**config.mk**
```make
export PLATFORM = sky130hd
export DESIGN_NAME = ddram_byte_arbiter
export DESIGN_NICKNAME = d
export VERILOG_FILES = /design/src/rtl/ddram_byte_arbiter.sv
export SDC_FILE = /design/constraint.sdc
export NUM_CORES = 1
export LEC_CHECK = 0
export BUFFER_PORTS_ARGS = -buffer_cell sky130_fd_sc_hd__buf_2
export CORE_UTILIZATION = 42
export DETAILED_ROUTE_END_ITERATION = 6
export GPL_ROUTABILITY_DRIVEN = 0
export PLACE_DENSITY = 0.78
export SLEW_MARGIN = 20
export SYNTH_ARGS = -nofsm -noshare
export SYNTH_HDL_FRONTEND = slang
export SYNTH_SLANG_ARGS = --single-unit
```
**constraint.sdc**
```tcl
create_clock -name I_CLK -period 2.7 [get_ports I_CLK]
set_clock_uncertainty 0.2 [all_clocks]
set_input_delay 0.54 -clock I_CLK [delete_from_list [all_inputs] [get_ports I_CLK]]
set_output_delay 0.54 -clock I_CLK [all_outputs]
set_load 0.05 [all_outputs]
```
**src/rtl/ddram_byte_arbiter.sv**
```systemverilog
// ddram_byte_arbiter
// Shares the single byte-wide DDRAM wrapper port between the HPS loader write
// path and NCH round-robin playback read channels. Owns the rd/we strobe
// timing, the ready handshake and the loader back-pressure (O_LD_WAIT).
// Optional feature macro: DDRAM_ARB_TIMEOUT_EN (GUARD/WAIT watchdog that
// forces the FSM back to IDLE and raises a sticky O_ERR).
module ddram_byte_arbiter #(
    parameter int NCH       = 4,
    parameter int AW        = 28,
    parameter int GUARD_CYC = 2,
    parameter int TIMEOUT   = 4096
) (
    input  logic              I_CLK,
    input  logic              I_RSTn,
    input  logic              I_LD_WR,
    input  logic [AW-1:0]     I_LD_ADDR,
    input  logic [7:0]        I_LD_DATA,
    input  logic              I_LD_ACTIVE,
    output logic              O_LD_WAIT,
    input  logic [NCH-1:0]    I_CH_REQ,
    input  logic [NCH*AW-1:0] I_CH_ADDR,
    output logic [7:0]        O_CH_DATA,
    output logic [NCH-1:0]    O_CH_VALID,
    output logic [AW-1:0]     O_MEM_ADDR,
    output logic [7:0]        O_MEM_DIN,
    output logic              O_MEM_WE,
    output logic              O_MEM_RD,
    input  logic [7:0]        I_MEM_DOUT,
    input  logic              I_MEM_READY,
    output logic              O_ERR
);

    localparam int CW   = (NCH > 1) ? $clog2(NCH) : 1;
    // One counter serves both the guard window and the watchdog, so it is
    // sized for the larger of the two.
    localparam int CNTW = $clog2(TIMEOUT + 8);

    typedef enum logic [1:0] {
        S_IDLE,
        S_ISSUE,
        S_GUARD,
        S_WAIT
    } state_t;

    state_t          state_q;
    logic [CW-1:0]   rr_q;
    logic [CW-1:0]   gnt_idx_q;
    logic            is_wr_q;
    logic            pend_q;
    logic [AW-1:0]   pend_addr_q;
    logic [7:0]      pend_data_q;
    logic [AW-1:0]   mem_addr_q;
    logic [7:0]      mem_din_q;
    logic            mem_we_q;
    logic            mem_rd_q;
    logic [7:0]      ch_data_q;
    logic [NCH-1:0]  ch_valid_q;
    logic [CNTW-1:0] cnt_q;

    // Unpacked view of the per-channel addresses.
    logic [AW-1:0]   ch_addr [NCH];

    genvar gi;
    generate
        for (gi = 0; gi < NCH; gi++) begin : g_ch_addr
            assign ch_addr[gi] = I_CH_ADDR[gi*AW +: AW];
        end
    endgenerate

    // A loader strobe is accepted only when nothing is pending; while it is
    // being captured it is bypassed straight into arbitration so it wins
    // against channel requests arriving in the same cycle.
    logic            ld_cap;
    logic            ld_req;
    logic [AW-1:0]   ld_addr_eff;
    logic [7:0]      ld_data_eff;

    assign ld_cap      = I_LD_WR && !pend_q;
    assign ld_req      = pend_q || I_LD_WR;
    assign ld_addr_eff = pend_q ? pend_addr_q : I_LD_ADDR;
    assign ld_data_eff = pend_q ? pend_data_q : I_LD_DATA;

    // Round-robin pick: first requesting channel at or after rr_q, wrapping at NCH.
    logic            pick_found;
    logic [CW-1:0]   pick_idx;
    logic [CW:0]     pick_sum;

    always_comb begin
        pick_found = 1'b0;
        pick_idx   = '0;
        pick_sum   = '0;
        for (int i = 0; i < NCH; i++) begin
            pick_sum = {1'b0, rr_q} + (CW+1)'(i);
            if (pick_sum >= (CW+1)'(NCH)) begin
                pick_sum = pick_sum - (CW+1)'(NCH);
            end
            if (!pick_found && I_CH_REQ[pick_sum[CW-1:0]]) begin
                pick_found = 1'b1;
                pick_idx   = pick_sum[CW-1:0];
            end
        end
    end

`ifdef DDRAM_ARB_TIMEOUT_EN
    logic err_q;
`endif

    // Arbiter FSM with loader capture; all outputs are registered here.
    always_ff @(posedge I_CLK or negedge I_RSTn) begin
        if (!I_RSTn) begin
            state_q     <= S_IDLE;
            rr_q        <= '0;
            gnt_idx_q   <= '0;
            is_wr_q     <= 1'b0;
            pend_q      <= 1'b0;
            pend_addr_q <= '0;
            pend_data_q <= '0;
            mem_addr_q  <= '0;
            mem_din_q   <= '0;
            mem_we_q    <= 1'b0;
            mem_rd_q    <= 1'b0;
            ch_data_q   <= '0;
            ch_valid_q  <= '0;
            cnt_q       <= '0;
`ifdef DDRAM_ARB_TIMEOUT_EN
            err_q       <= 1'b0;
`endif
        end else begin
            mem_we_q   <= 1'b0;
            mem_rd_q   <= 1'b0;
            ch_valid_q <= '0;

            if (ld_cap) begin
                pend_q      <= 1'b1;
                pend_addr_q <= I_LD_ADDR;
                pend_data_q <= I_LD_DATA;
            end

            case (state_q)
                S_IDLE: begin
                    if (I_MEM_READY) begin
                        if (ld_req) begin
                            is_wr_q    <= 1'b1;
                            mem_addr_q <= ld_addr_eff;
                            mem_din_q  <= ld_data_eff;
                            mem_we_q   <= 1'b1;
                            state_q    <= S_ISSUE;
                        end else if (!I_LD_ACTIVE && pick_found) begin
                            is_wr_q    <= 1'b0;
                            gnt_idx_q  <= pick_idx;
                            mem_addr_q <= ch_addr[pick_idx];
                            mem_rd_q   <= 1'b1;
                            state_q    <= S_ISSUE;
                        end
                    end
                end

                S_ISSUE: begin
                    cnt_q   <= '0;
                    state_q <= S_GUARD;
                end

                S_GUARD: begin
                    cnt_q <= cnt_q + CNTW'(1);
                    if (cnt_q == CNTW'(GUARD_CYC - 1)) begin
                        state_q <= S_WAIT;
                    end
`ifdef DDRAM_ARB_TIMEOUT_EN
                    if (cnt_q == CNTW'(TIMEOUT - 1)) begin
                        state_q <= S_IDLE;
                        err_q   <= 1'b1;
                        if (is_wr_q) begin
                            pend_q <= 1'b0;
                        end
                    end
`endif
                end

                S_WAIT: begin
                    if (I_MEM_READY) begin
                        state_q <= S_IDLE;
                        if (is_wr_q) begin
                            pend_q <= 1'b0;
                        end else begin
                            rr_q <= (gnt_idx_q == CW'(NCH - 1)) ? '0 : gnt_idx_q + CW'(1);
                            // A withdrawn request drops the byte silently.
                            if (I_CH_REQ[gnt_idx_q]) begin
                                ch_data_q              <= I_MEM_DOUT;
                                ch_valid_q[gnt_idx_q]  <= 1'b1;
                            end
                        end
                    end
`ifdef DDRAM_ARB_TIMEOUT_EN
                    else begin
                        cnt_q <= cnt_q + CNTW'(1);
                        if (cnt_q == CNTW'(TIMEOUT - 1)) begin
                            state_q <= S_IDLE;
                            err_q   <= 1'b1;
                            if (is_wr_q) begin
                                pend_q <= 1'b0;
                            end
                        end
                    end
`endif
                end

                default: state_q <= S_IDLE;
            endcase
        end
    end

    assign O_LD_WAIT  = pend_q;
    assign O_CH_DATA  = ch_data_q;
    assign O_CH_VALID = ch_valid_q;
    assign O_MEM_ADDR = mem_addr_q;
    assign O_MEM_DIN  = mem_din_q;
    assign O_MEM_WE   = mem_we_q;
    assign O_MEM_RD   = mem_rd_q;
`ifdef DDRAM_ARB_TIMEOUT_EN
    assign O_ERR      = err_q;
`else
    assign O_ERR      = 1'b0;
`endif

endmodule

```
# == Word-level counts from Yosys, hierarchy flattened ==
# Index checks and enable logic that the tools add are counted.
# classes
muxes,56
bitwise_logic,3
n_eq_ne,9
n_reduce_logical,21
n_addsub,9
magnitude_cmp,11
# op_table
op,count
2-to-1 mux 28 bit,5
binary-select mux 28 bit (select 2 bit),1
2-to-1 mux 2 bit,14
case mux 13 bit (2 select lines),1
2-to-1 mux 1 bit,23
2-to-1 mux 4 bit,4
< comparator 2 x 3 -> 1 bit (second input constant),5
adder 13 x 1 -> 13 bit (second input constant),1
== test 13 x 1 -> 1 bit (second input constant),1
>= comparator 3 bit (second input constant),4
AND reduction 4 bit,3
binary-select mux 1 bit (select 2 bit),5
AND reduction 3 bit,3
2-to-1 mux 8 bit,1
case mux 2 bit (4 select lines),1
subtractor 2 x 1 -> 2 bit (second input constant),4
adder 2 x 2 -> 3 bit (second input constant),2
== test 2 bit (second input constant),3
logical AND 1 bit,6
inequality test 2 bit (second input constant),3
logical NOT 1 bit,5
nonzero test 2 bit,2
adder 2 x 1 -> 3 bit (second input constant),1
>= comparator 2 x 3 -> 1 bit (second input constant),1
other kinds (9),10
# totals
regBits,107
word_cells,123
inputBits,165
output_inout_bits,52

# == Depth between registers and ports, before layout ==
# Gate-level depths: netlist (run 1).
# logic_depth
word_depth,20
ltp_mapped,8
depth_no_buf,7

# == Worst setup path after synthesis (run 1) ==
# No wires, ideal clock.
# synth_timing
path_type,reg-to-reg
start,"register pend_q, in the netlist O_LD_WAIT"
end,register pend_addr_q[10]
period_less_slack_ns,2.153
path_slack_ns,0.547
stages_incl_launch_ff,5
required_ns,2.375
setup_ns,0.125
n_path_buf,2
arrival_time_ns,1.828
cell_sequence,dfrtp_1 nand2b_1 clkbuf_1 buf_1 mux2_2
# synth_between
elab_chain_len,2
# synth_rtl
element,line,rtl
"start, declared",49,logic pend_q;
"start signal, assigned",115,pend_q <= 1'b0;
"start signal, assigned",134,pend_q <= 1'b1;
"start signal, assigned",183,pend_q <= 1'b0;
logical NOT 1 bit,78,assign ld_cap = I_LD_WR && !pend_q;
logical AND 1 bit,78,
"end signal, assigned",116,pend_addr_q <= '0;
"end signal, assigned",135,pend_addr_q <= I_LD_ADDR;
"end, declared",50,logic [AW-1:0] pend_addr_q;
# Every way passes these cells.
# A chain may end at the register's enable or synchronous reset.

# == Worst setup path after layout (run 1) ==
# layout_timing
start,register state_q[0]
end,"register mem_addr_q[10], in the netlist O_MEM_ADDR[10]"
# layout_between
elab_chain_len,2
# layout_rtl
element,line,rtl
"start, declared",45,state_t state_q;
"start signal, assigned",111,state_q <= S_IDLE;
"start signal, assigned",147,state_q <= S_ISSUE;
"start signal, assigned",153,state_q <= S_ISSUE;
logical NOT 2 bit,139,case (state_q)
AND reduction 3 bit (no source line),n/a,
"end signal, assigned",144,mem_addr_q <= ld_addr_eff;
"end signal, assigned",151,mem_addr_q <= ch_addr[pick_idx];
"end, declared",52,logic [AW-1:0] mem_addr_q;
# Every way passes these cells.

==> impl_metrics.env, run 1 <==
export IMPL_rsz0062_at_grt="false"
export IMPL_synth_ff_latch_count=107
export IMPL_dieArea_mm2=0.01492
export IMPL_cp_max_fo=28
export IMPL_cts_root_buf="clkbuf_16"
export IMPL_syn_to_final_growth_pct=26.19
export IMPL_path_cells="inv_1 -> ha_1 -> nand2_1 -> buf_4 -> a21oi_4 -> o32a_1"
export IMPL_tritoncts="done"
export IMPL_grt_total_usage=0.2400
export IMPL_worstRegToRegCells=6
export IMPL_start_util=0.4335
export IMPL_syn_area_per_cell_um2=9.579
export IMPL_rrSetupSlack_ns=0.42
export IMPL_cp_slowest_cell="a21oi_4"
export IMPL_gr_total_overflow=0
export IMPL_grt_max_degree=69
export IMPL_crit_start="state_q[0]"
export IMPL_placed_cells=992
export IMPL_irDropWorstVdd_mv=0.6486
export IMPL_regArea_mm2=0.002679
export IMPL_portBuffers=215
export IMPL_ys_async_sr_fraction=1.000
export IMPL_synth_edff_count=0
export IMPL_synthTopCellsByArea="dfrtp_1 (44%), mux2_2 (8.4%), a21oi_1 (7.4%)"
export IMPL_fmax_mhz=438.9
export IMPL_yosysSeqAreaShare=0.4416
export IMPL_cp_arrival_ns=2.36
export IMPL_worst_pin_slew_ns=0.9143
export IMPL_grt_pass1_vias=5509
export IMPL_num_vias=5713
export IMPL_cts_setup_buffers=0
export IMPL_dieWidth_um=122.2
export IMPL_fin_nets=998
export IMPL_multiInputGateArea_mm2=0.003073
export IMPL_crit_cells=6
export IMPL_synth_nets=807
export IMPL_syn_area_mm2=0.006063
export IMPL_htree_levels=3
export IMPL_clk_pin_slew_ns=0.07
export IMPL_synth_top_cell_area_share=0.4416
export IMPL_ioPinCount=217
export IMPL_drive_gt1_frac=0.3703
export IMPL_wl_per_cell_um=17.55
export IMPL_endpoint="O_MEM_ADDR[10]"
export IMPL_clock_latency_ns=0.35
export IMPL_num_rows=43
export IMPL_ys_flop_type="dfrtp_1"
export IMPL_min_period_over_period=0.8439
export IMPL_crit_family="compound AO/OA/AOI/OAI gates"
export IMPL_drcViolationCount=0
export IMPL_fin_cells=1009
export IMPL_drv_cap=0
export IMPL_dp_hpwl_mm=12.29
export IMPL_antenna_found_initial=2
export IMPL_cts_resized=0
export IMPL_core_region_area_mm2=0.01399
export IMPL_leakage_nw=3.466
export IMPL_via_per_inst=5.662
export IMPL_cp_start_kind="flop"
export IMPL_yosysTopAreaCell="dfrtp_1"
export IMPL_relSlewSlack=0.3891
export IMPL_fill_cells=1299
export IMPL_first_pass_iters=5
export IMPL_tns_ns=0
export IMPL_die_y_um=122.2
export IMPL_cts_buffer_depth=2
export IMPL_crit_required_ns=2.78
export IMPL_grt_pass1_wl_mm=27.58
export IMPL_finalHoldViolations=0
export IMPL_slowest_delay_ns=0.71
export IMPL_end_kind="flop"
export IMPL_routed_wl_mm=17.71
export IMPL_num_antenna_cells=0
export IMPL_min_delay_path_class="in2reg"
export IMPL_total_power_mw=8.049
export IMPL_yosysWarnings=0
export IMPL_status="completed"
export IMPL_timing_final_max_slew_violations=0
export IMPL_numCtsBuffers=9
export IMPL_postCtsHoldBufs=1
export IMPL_syn_inst=633
export IMPL_drt_iter0_drc=407
export IMPL_r2r_end="O_MEM_ADDR[10]"
export IMPL_finalCriticalPeriod_ns=2.279
export IMPL_finalSetupViolations=0
export IMPL_ant_nets=0
export IMPL_synth_cell_types=44
export IMPL_cts_sinks=107
export IMPL_rr_startpoint="state_q[0]"
export IMPL_power_density_mw_per_mm2=1052
export IMPL_path_buf_inv=2
export IMPL_worstSetupPathType="reg2reg"
==> layer usage <==
| metal | global-route usage | up-vias | wire length (µm) |
|---|---|---|---|
| met1 | 0.3151 | 2764 | 7846 |
| met2 | 0.4018 | 206 | 8553 |
| li1 | - | 2721 | - |
| met5 | 0 | - | 23 |
| met3 | 0.05056 | 18 | 1107 |
| met4 | 0.06098 | 4 | 180 |
==> worst min path at each step <==
stage	start	end	slack, ns	depth (start not counted)
floorplan	I_RSTn	O_CH_DATA[0]	0.04	0
global placement	O_MEM_DIN[6]	O_MEM_DIN[6]	0.26	2
detailed placement	O_MEM_DIN[0]	O_MEM_DIN[0]	0.28	2
CTS	I_MEM_DOUT[2]	O_CH_DATA[2]	0.21	2
global route	I_MEM_DOUT[2]	O_CH_DATA[2]	0.21	2
finish	I_MEM_DOUT[2]	O_CH_DATA[2]	0.22	2
==> state kept, by name, summed over array words and instances, names as in the netlist, 4 cells and up <==
signal       flops
O_MEM_DIN        8
O_CH_DATA        8
O_CH_VALID       4
pend_addr_q     28
cnt_q           13
pend_data_q      8
O_MEM_ADDR      28
==> layout by cell type, fill, tap and decap left out, types with 2 or more instances in the layout <==
master / n
nand2b_1: 2
xor2_1: 4
nand3_1: 61
nor2b_1: 31
inv_1: 15
dfrtp_1: 106
buf_12: 6
xnor2_1: 2
mux2_2: 45
nand2_1: 18
mux2i_1: 8
or3_1: 4
o32a_1: 29
o21ai_0: 62
ha_1: 9
nor3_1: 2
nor4_1: 3
o31ai_1: 29
clkbuf_16: 9
clkinv_4: 2
a21oi_1: 88
a31oi_1: 2
o21ai_1: 14
nand3b_1: 4
buf_4: 15
a21oi_4: 2
buf_2: 214
nand4_1: 4
nor2_1: 14
==> logic make-up after synthesis <==
| group | count (synthesis) | share of synthesized area |
|---|---|---|
| flip-flops | 107 | 0.4416 |
| multiplexers | 54 | 0.1011 |
| adder cells (fa/ha/maj) | 9 | 0.01857 |
| AO/OA/AOI/OAI | 234 | 0.2377 |
| other | 1 | 0.0006185 |
| buffers and inverters | 71 | 0.05881 |
| XOR/XNOR | 6 | 0.008667 |
| AND/OR/NAND/NOR | 151 | 0.1329 |
==> final cells by class <==
type	count	area share
Sequential cell	107	0.3501
Inverter	15	0.007359
Multi-Input combinational cell	455	0.4016
Timing Repair Buffer	236	0.1717
Clock inverter	5	0.008013
Tap cell	180	0.02944
Clock buffer	11	0.03173
==> report_power, final <==
part	switching (mW)	internal, mW	total [mW]
logic	2.68	1.35	4.03
clock network	0.613	0.751	1.36
registers	0.379	2.27	2.65
==> synthesized netlist by cell type (7+ instances only) <==
master    number
a21oi_1       90
buf_2         15
buf_6          7
clkbuf_1      27
dfrtp_1      107
ha_1           9
inv_1         15
mux2_2        45
mux2i_1        8
nand2_1       18
nand3_1       61
nor2_1        14
nor2b_1       31
o21ai_0       62
o21ai_1       14
o31ai_1       29
o32a_1        29
==> stage by stage <==
step                  util  hold slack (ns)  area (µm²)  setup slack (ns)
floorplan                -          0.04441        6063            0.5474
global placement    0.5245           0.2579        7337            0.3496
detailed placement  0.5245           0.2754        7337            0.3133
CTS                 0.5470           0.2052        7651            0.4202
global route        0.5470           0.2128        7651            0.2161
finish              0.5470           0.2203        7651            0.4214
No activity file was read; power rests on OpenSTA's default activity.
==> run 2, diff against run 1 <==
==> constraint.sdc (replaced) <==
create_clock -name I_CLK -period 2.29 [get_ports I_CLK]
set_clock_uncertainty 0.2 [all_clocks]
set_input_delay 0.458 -clock I_CLK [delete_from_list [all_inputs] [get_ports I_CLK]]
set_output_delay 0.458 -clock I_CLK [all_outputs]
set_load 0.05 [all_outputs]
==> run 2 against run 1 <==
Compared with the run above: flip-flop and latch count did not move; maximum frequency increased by 3.5%; die area is the same; critical path type unchanged; critical endpoint is now O_MEM_ADDR[25]; largest cell class unchanged.
==> impl_metrics.env, run 2 (synthesis results as in run 1) <==
export IMPL_timing_final_max_slew_violations=0
export IMPL_drv_cap=0
export IMPL_worst_pin_slew_ns=0.5757
export IMPL_ioPinCount=217
export IMPL_cp_slowest_cell="dfrtp_1"
export IMPL_finalHoldViolations=0
export IMPL_crit_required_ns=2.39
export IMPL_numCtsBuffers=9
export IMPL_grt_pass1_wl_mm=27.48
export IMPL_fin_nets=1009
export IMPL_power_density_mw_per_mm2=1233
export IMPL_status="completed"
export IMPL_place_ws_ns=0.02666
export IMPL_grt_pass1_vias=5405
export IMPL_leakage_nw=3.545
export IMPL_worstRegToRegCells=6
export IMPL_rrSetupSlack_ns=0.09
export IMPL_clk_pin_slew_ns=0.07
export IMPL_first_pass_iters=6
export IMPL_gr_total_overflow=0
export IMPL_via_per_inst=5.619
export IMPL_tns_ns=0
export IMPL_r2r_end="O_MEM_ADDR[25]"
export IMPL_cts_sinks=107
export IMPL_drt_iter0_drc=271
export IMPL_clock_latency_ns=0.36
export IMPL_antenna_found_initial=3
export IMPL_min_to="O_CH_DATA[5]"
export IMPL_worstSetupPathType="reg2reg"
export IMPL_num_rows=43
export IMPL_hp_start="I_MEM_DOUT[5]"
export IMPL_end_kind="flop"
export IMPL_drcViolationCount=0
export IMPL_mostFrequentLayoutCell="buf_2"
export IMPL_rr_startpoint="rr_q[1]"
export IMPL_drive_gt1_frac=0.3845
export IMPL_relSlewSlack=0.6154
export IMPL_core_region_area_mm2=0.01399
export IMPL_routed_wl_mm=17.98
export IMPL_dieArea_mm2=0.01492
export IMPL_irDropWorstVdd_mv=0.6348
export IMPL_finalSetupViolations=0
export IMPL_whs_path_depth=2
export IMPL_cp_start_kind="flop"
export IMPL_cp_arrival_ns=2.30
export IMPL_syn_to_final_growth_pct=29.41
export IMPL_slowest_delay_ns=0.48
export IMPL_num_vias=5737
export IMPL_htree_levels=3
export IMPL_min_delay_path_class="in2reg"
export IMPL_dieWidth_um=122.2
export IMPL_path_buf_inv=1
export IMPL_crit_family="compound AO/OA/AOI/OAI gates"
export IMPL_cp_max_fo=28
export IMPL_min_period_over_period=0.9615
export IMPL_die_y_um=122.2
export IMPL_tritoncts="done"
export IMPL_path_cells="nor2_1 -> o21ai_2 -> a311o_1 -> buf_12 -> a21oi_1 -> o32a_1"
export IMPL_wl_per_cell_um=17.61
export IMPL_start_util=0.4335
export IMPL_cts_root_buf="clkbuf_16"
export IMPL_fmax_mhz=454.2
export IMPL_portBuffers=215
export IMPL_cts_buffer_depth=2
export IMPL_finalCriticalPeriod_ns=2.202
export IMPL_grt_max_degree=57
export IMPL_postLayoutSetupSlackWorst_ns=0.08813
export IMPL_grt_total_usage=0.2406
export IMPL_rsz0062_at_grt="false"
export IMPL_dp_hpwl_mm=12.70
export IMPL_final_cell_mix="buf_2 (214), dfrtp_1 (106), a21oi_1 (88)"
export IMPL_ant_nets=0
[run 2: cell count changes in the layout (fill, tap and decap cells not counted), sizes merged]
cell	delta
diode	+1
clkbuf	-2
a21oi	+1
buf	+10
clkinv	+1
clkinvlp	+1
[run 2: worst max path at each step]
| stage | startpoint | to | cells past startpoint |
|---|---|---|---|
| CTS | state_q[0] | O_MEM_ADDR[3] | 5 |
| floorplan | O_LD_WAIT | pend_addr_q[10] | 4 |
| detailed placement | I_CH_REQ[3] | O_MEM_ADDR[8] | 8 |
| finish | rr_q[1] | O_MEM_ADDR[25] | 6 |
| global placement | I_CH_REQ[3] | O_MEM_ADDR[25] | 8 |
| global route | rr_q[1] | O_MEM_ADDR[25] | 6 |
[run 2: where the power goes]
| part | total (mW) | switching [mW] | leakage [nW] | internal, mW |
|---|---|---|---|---|
| logic | 4.94 | 3.21 | 2.09 | 1.73 |
| registers | 3.14 | 0.462 | 1.31 | 2.68 |
| clock network | 1.60 | 0.739 | 0.146 | 0.856 |
| total | 9.68 | 4.41 | 3.55 | 5.27 |
[run 2: metal layers]
metal | track usage | up-vias | wire, µm | share of wire
met2 | 0.3838 | 220 | 8437 | 0.47
met5 | 0 | - | 26 | 0.0014
met3 | 0.04120 | 23 | 1109 | 0.062
li1 | - | 2753 | - | -
met1 | 0.3263 | 2737 | 8154 | 0.45
met4 | 0.09070 | 4 | 251 | 0.014
[run 2: layout make-up]
class                           count  area, µm²
Multi-Input combinational cell    456       3104
Clock inverter                      7      77.57
Antenna cell                        1      2.502
Clock buffer                        9      225.2
Tap cell                          180      225.2
Inverter                           15      56.30
Timing Repair Buffer              246       1476
Sequential cell                   107       2679
Fill cell                        1282       6142
[run 2: per-stage QoR]
stage	hold WS [ns]	instances	area (µm²)	total power, mW	util
floorplan	-0.03759	633	6063	6.668	-
global placement	0.2444	1002	7500	7.948	0.5361
detailed placement	0.2482	1002	7500	8.074	0.5361
CTS	0.1189	1019	7812	9.685	0.5585
global route	0.1263	1021	7846	10.25	0.5609
finish	0.1292	1021	7846	9.677	0.5609
[run 2: what timing repair did]
action / CTS / global route
endpoints found under the setup margin: 0 / 30
hold buffers: 1 / 0
setup buffers: 0 / 0
hold endpoints to repair: 31 / 0
gates resized for setup: 0 / 5
